`config.mk`:
```
export PLATFORM = sky130hd
export DESIGN_NAME = csa16_ins
export DESIGN_NICKNAME = d
export VERILOG_FILES = /design/src/rtl/csa16_pkg.sv /design/src/rtl/csa16_rca4.sv /design/src/rtl/csa16_ins.sv
export SDC_FILE = /design/constraint.sdc
export NUM_CORES = 1
export LEC_CHECK = 0
export BUFFER_PORTS_ARGS = -buffer_cell sky130_fd_sc_hd__buf_2
export CORE_MARGIN = 2
export CORE_UTILIZATION = 38
export DETAILED_ROUTE_END_ITERATION = 12
export GPL_TIMING_DRIVEN = 1
export PLACE_DENSITY_LB_ADDON = 0.15
export SYNTH_ARGS = -nofsm -noshare
export SYNTH_HDL_FRONTEND = slang
export SYNTH_SLANG_ARGS = --single-unit
```
`constraint.sdc`:
```
create_clock -name clk -period 0.8 [get_ports clk]
set_clock_uncertainty 0.1 [all_clocks]
set_input_delay 0.12 -clock clk [delete_from_list [all_inputs] [get_ports clk]]
set_output_delay 0.12 -clock clk [all_outputs]
set_load 0.01 [all_outputs]
```
`src/rtl/csa16_pkg.sv`:
```
// rtl/csa16_pkg.sv - shared widths, types and full-adder helper for the csa16 carry-select adder
package csa16_pkg;

    localparam int CSA_W   = 16;
    localparam int BLK_W   = 4;
    localparam int NUM_BLK = CSA_W / BLK_W;

    typedef logic [CSA_W-1:0] csa_word_t;
    typedef logic [BLK_W-1:0] csa_blk_t;

    // Returns {carry_out, sum} of a single-bit full adder.
    function automatic logic [1:0] fa(input logic x, input logic y, input logic ci);
        fa = {(x & y) | (ci & (x ^ y)), x ^ y ^ ci};
    endfunction

endpackage

```
`src/rtl/csa16_rca4.sv`:
```
// rtl/csa16_rca4.sv - 4-bit ripple-carry adder built from per-bit full adders
module csa16_rca4
    import csa16_pkg::*;
(
    input  logic [3:0] a,
    input  logic [3:0] b,
    input  logic       ci,
    output logic [3:0] s,
    output logic       co
);

    logic c1, c2, c3;

    assign {c1, s[0]} = fa(a[0], b[0], ci);
    assign {c2, s[1]} = fa(a[1], b[1], c1);
    assign {c3, s[2]} = fa(a[2], b[2], c2);
    assign {co, s[3]} = fa(a[3], b[3], c3);

endmodule

```
`src/rtl/csa16_ins.sv`:
```
// rtl/csa16_ins.sv - 16-bit registered carry-select adder; CSA16_OVF_EN adds the signed overflow output
module csa16_ins
    import csa16_pkg::*;
(
    input  logic      clk,
    input  logic      rst_n,
    input  csa_word_t a,
    input  csa_word_t b,
    input  logic      cin,
    output csa_word_t sum,
    output logic      cout
`ifdef CSA16_OVF_EN
    ,
    output logic      ovf
`endif
);

    csa_blk_t  s_blk0;
    logic      co_blk0;
    csa_blk_t  s_c0 [1:NUM_BLK-1];
    csa_blk_t  s_c1 [1:NUM_BLK-1];
    logic      co_c0 [1:NUM_BLK-1];
    logic      co_c1 [1:NUM_BLK-1];
    csa_word_t sum_c;
    logic      cout_c;

    for (genvar k = 0; k < NUM_BLK; k++) begin : g_blk
        if (k == 0) begin : g_base
            csa16_rca4 u_rca (
                .a  (a[BLK_W-1:0]),
                .b  (b[BLK_W-1:0]),
                .ci (cin),
                .s  (s_blk0),
                .co (co_blk0)
            );
        end else begin : g_pair
            // Both carry-in cases are resolved in parallel; only the select ripples.
            csa16_rca4 u_rca0 (
                .a  (a[k*BLK_W +: BLK_W]),
                .b  (b[k*BLK_W +: BLK_W]),
                .ci (1'b0),
                .s  (s_c0[k]),
                .co (co_c0[k])
            );
            csa16_rca4 u_rca1 (
                .a  (a[k*BLK_W +: BLK_W]),
                .b  (b[k*BLK_W +: BLK_W]),
                .ci (1'b1),
                .s  (s_c1[k]),
                .co (co_c1[k])
            );
        end
    end

    always_comb begin
        logic sel;
        sum_c             = '0;
        sum_c[BLK_W-1:0]  = s_blk0;
        sel               = co_blk0;
        for (int k = 1; k < NUM_BLK; k++) begin
            sum_c[k*BLK_W +: BLK_W] = sel ? s_c1[k] : s_c0[k];
            sel                     = sel ? co_c1[k] : co_c0[k];
        end
        cout_c = sel;
    end

`ifdef CSA16_OVF_EN
    logic ovf_c;
    // Carry into bit 15 is recovered from its sum bit rather than tapping the block-3 adder.
    assign ovf_c = (a[CSA_W-1] ^ b[CSA_W-1] ^ sum_c[CSA_W-1]) ^ cout_c;
`endif

    always_ff @(posedge clk or negedge rst_n) begin
        if (!rst_n) begin
            sum  <= '0;
            cout <= 1'b0;
`ifdef CSA16_OVF_EN
            ovf  <= 1'b0;
`endif
        end else begin
            sum  <= sum_c;
            cout <= cout_c;
`ifdef CSA16_OVF_EN
            ovf  <= ovf_c;
`endif
        end
    end

endmodule

```
======== Word-level counts from Yosys, hierarchy flattened ========
Cells that the tools add are included.
storage, ports and cells
  bits of input ports ..................... 35
  logic and storage cells ................. 112
  register bits after elaboration ......... 17
cells by class
  bitwise gates (word level) .............. 104
  multiplexer cells ....................... 6
operators by type and width
  cell               number
  bitwise AND 1 bit  38
  XOR 1 bit          38
  OR 1 bit           25
  two-way mux 4 bit  3
  two-way mux 1 bit  3
  NOT 1 bit          3

======== Longest topological paths before layout ========
  depth after elaboration ................. 12
  gate-level depth with buffers ........... 20
  depth with buffers taken out ............ 20

======== Modules after synthesis ========
From an unflattened synthesis, not the netlist that was laid out.
unflattened totals
  cells, all modules ...................... 132
  area, all modules ....................... 1,430.1 um2
by module, submodules not included
  module      times used  sequential area each (um2)  area an instance (um2)  cells an instance
  csa16_rca4  7           0.0                         117.6                   14
  csa16_ins   1           425.4                       606.8                   34

======== Worst setup path before layout ========
OpenSTA, ideal clock, no wires.
  path kind ............................... input port to flip-flop
  start point ............................. in a[0]
  end point ............................... reg sum[15]
  data required time ...................... 0.636 ns
  slack ................................... -4.892 ns
  buffers on the path ..................... 0
  stages on the path ...................... 20
  arrival ................................. 5.527 ns
  library setup time ...................... 0.064 ns
  cell sequence ........................... fa_1 -> fa_1 -> fa_1 -> inv_1 -> fa_1 -> mux2i_1 -> fa_1 -> fa_1 -> fa_1 -> mux2i_1 -> fa_1 -> fa_1 -> fa_1 -> nor2_1 -> a21oi_1 -> fa_1 -> fa_1 -> inv_1 -> fa_1 -> inv_1
between the ends
  cells in the longest elaborated chain, start to end .. 12
ends and longest elaborated chain
  what                              RTL line         text
  from (decl)                       csa16_ins.sv:7   input csa_word_t a,
  XOR 1 bit                         csa16_pkg.sv:13  fa = {(x & y) | (ci & (x ^ y)), x ^ y ^ ci};
  bitwise AND 1 bit                 csa16_pkg.sv:13
  OR 1 bit *                        csa16_pkg.sv:13
  bitwise AND 1 bit *               csa16_pkg.sv:13
  OR 1 bit *                        csa16_pkg.sv:13
  bitwise AND 1 bit *               csa16_pkg.sv:13
  OR 1 bit *                        csa16_pkg.sv:13
  bitwise AND 1 bit *               csa16_pkg.sv:13
  OR 1 bit *                        csa16_pkg.sv:13
  two-way mux 1 bit * (2 in a row)  csa16_ins.sv:62  sel = sel ? co_c1[k] : co_c0[k];
  two-way mux 4 bit *               csa16_ins.sv:61  sum_c[k*BLK_W +: BLK_W] = sel ? s_c1[k] : s_c0[k];
  named net sum_c[15]               csa16_ins.sv:24  csa_word_t sum_c;
  to (signal assigned)              csa16_ins.sv:81  sum <= sum_c;
  to (decl)                         csa16_ins.sv:10  output csa_word_t sum,
Mark *: on every way through the listed nets, which the timed path passes. The rest lies on a longest branch.

======== Worst setup path after layout ========
Ends and elaborated chain as after synthesis.

==> impl_metrics.json <==
{
  "syn2layout_area_growth_pct": 61.0,
  "finalCriticalPeriod_ns": 5.16,
  "post_synth.cell_area_avg_um2": 14.7,
  "synthesis.area_um2": 880,
  "grt_max_degree": 18,
  "startpoint_type": "input port",
  "path_max_fanout": 2,
  "setup_ws_ns": -4.36,
  "clkSlewWorstSetupHoldPaths_ns": 0.10,
  "end_kind": "flip-flop",
  "die_w_um": 52.1,
  "drc": 0,
  "drive_above_1_share_pct": 67.9,
  "via_count": 648,
  "layout.nets": 186,
  "diodes": 0,
  "finalCritPeriodShare_pct": 645,
  "violations": "setup timing",
  "rsz0062_at_grt": "true",
  "vias_per_cell": 4.08,
  "yosys-top-cells-area": "dfrtp_1 (48%), fa_1 (30%), ha_1 (8.5%)",
  "ant_nets": 0,
  "io_pins": 52,
  "grt_use_total_pct": 12.7,
  "fin_setup_tns_ns": -41.84,
  "maxSlewHeadroom_pct": 75.7,
  "grt_pass1_wl_um": 2480,
  "arrival_ns": 5.28,
  "first_iter_violations": 1,
  "coreArea_um2": 2190,
  "start_util_pct": 40.1,
  "routabilityCongestion": 0.579,
  "p_total_mw": 2.32,
  "crit_type": "in2reg",
  "synth.largest_area_cell": "dfrtp_1",
  "antenna_found_initial": 0,
  "cap_violations": 0,
  "final_max_slew_viol_count": 0,
  "worst_pin_slew_ns": 0.365,
  "grt_pass1_vias": 633,
  "synth.top_cell.area_share_pct": 48.4,
  "yosys_warnings": 0,
  "fillers": 178,
  "whs_ns": 0.0334,
  "p_per_area_nw_per_um2": 1640,
  "max-clock-path-buffers": 2,
  "port_buffers": 51,
  "wl_um": 1550,
  "avgRoutedWirePerCell_um": 9.75,
  "max_freq_mhz": 194,
  "status": "finished with violations",
  "gr-total-overflow": 0,
  "cts_tree": "yes",
  "die-area_um2": 2720,
  "setup_violations": 33,
  "hold_violations": 0,
  "worstPathRequired_ns": 0.92,
  "ys_seq_area_share_pct": 48.4,
  "synth_fp_nets": 114,
  "dr.pass1.iters": 2,
  "holdCritPathClass": "in2reg",
  "netlist_instances": 60,
  "synth_seq_cells": 17,
  "ir_worst_vdd_v": 0.000938,
  "synth_cell_types": 9,
  "p_leak_nw": 0.746,
  "numCtsBuffers": 3,
  "htree_levels": 1,
  "rows": 17,
  "dp.final_hpwl_um": 1240,
  "die_y_um": 52.1,
  "clockRootBuffer": "clkbuf_4",
  "clkSinkCount": 17
}
[critical path: stages]
cell	delay (ns)
buf_6	0.09
fa_2	0.38
fa_2	0.35
fa_2	0.34
inv_2	0.06
fa_2	0.22
mux2i_2	0.08
fa_2	0.34
fa_2	0.34
fa_2	0.36
mux2i_2	0.17
fa_2	0.34
fa_2	0.34
fa_2	0.37
nor2_4	0.13
a21oi_4	0.04
fa_2	0.34
fa_2	0.34
inv_2	0.06
fa_1	0.39
inv_1	0.06
[synthesized netlist by cell type]
cell,instances
mux2i_1,2
xor2_1,2
inv_1,17
ha_1,6
xnor2_1,1
nor2_1,1
dfrtp_1,17
fa_1,13
a21oi_1,1
[routing by layer]
metal  share of wire, %  track usage, %  vias up  wire length [um]
li1                   -               -      312                 -
met5                  0               0        -                 0
met1                 34            12.7      307               534
met2                 58            24.7       27               893
met4                1.2            6.58        0                19
met3                6.6            2.01        2               103
[timing repair]
item	4_1_cts	5_1_grt
endpoints found under the setup margin	33	33
pin swaps	11	0
gates resized for setup	11	4
endpoints found under the hold margin	17	0
setup buffers	11	2
hold buffers	1	0
[cells in the final DEF, fill, tap and decap left out]
cell type | synthesis | final
inv_2 | 0 | 3
dfrtp_1 | 17 | 17
a21oi_4 | 0 | 1
inv_1 | 17 | 14
fa_2 | 0 | 12
mux2i_2 | 0 | 2
nor2_4 | 0 | 1
dlygate4sd3_1 | 0 | 1
xor2_1 | 2 | 2
ha_1 | 6 | 6
buf_6 | 0 | 10
buf_2 | 0 | 50
clkbuf_4 | 0 | 3
buf_4 | 0 | 6
xnor2_1 | 1 | 1
fa_1 | 13 | 1
clkinv_2 | 0 | 1
[through the flow]
step                instance area [um^2]  setup slack [ns]  util, %  instances
floorplan                            916             -4.69        -         60
detailed placement                  1220             -4.94     55.7        141
global placement                    1220             -4.89     55.7        141
finish                              1420             -4.36     64.6        159
CTS                                 1390             -4.35     63.2        157
global route                        1420             -4.46     64.6        159
[final cells by class]
class / instances / area (um^2) / area share [%]
clock buffer: 3 / 22.5 / 1.59
multi-input combinational: 26 / 447 / 31.5
clock inverter: 1 / 5.00 / 0.353
timing repair buffer: 67 / 418 / 29.5
tap: 28 / 35.0 / 2.47
sequential: 17 / 425 / 30.0
inverter: 17 / 63.8 / 4.51
[registers in the layout (all words and copies together) (netlist names)]
register and cells:
sum 16, cout 1
[where the power goes]
| part | switching, mW | leakage (nW) | internal, mW |
|---|---|---|---|
| combinational | 0.379 | 0.530 | 0.444 |
| clock | 0.255 | 0.0177 | 0.185 |
| sequential | 0.0345 | 0.198 | 1.02 |
[cell families (layout without fill, tap and decap cells)]
| kind of cell | Yosys count | count (layout) | share of synthesized area, % |
|---|---|---|---|
| AO/OA/AOI/OAI | 1 | 1 | 0.568 |
| adder cells (fa/ha/maj) | 19 | 19 | 38.1 |
| XOR/XNOR | 3 | 3 | 2.99 |
| flip-flops | 17 | 17 | 48.4 |
| buffers and inverters | 17 | 88 | 7.25 |
| AND/OR/NAND/NOR | 1 | 1 | 0.426 |
| multiplexers | 2 | 2 | 2.28 |
[path summary, 6_finish.rpt]
check	start	end	slack [ns]	depth (start not counted)
max	a[0]	sum[15]	-4.36	21
min	a[0]	sum[0]	0.03	2
max in group asynchronous	rst_n	sum[10]	0.16	2
min in group asynchronous	rst_n	sum[0]	0.17	2
No activity file was read; power rests on OpenSTA's default activity.
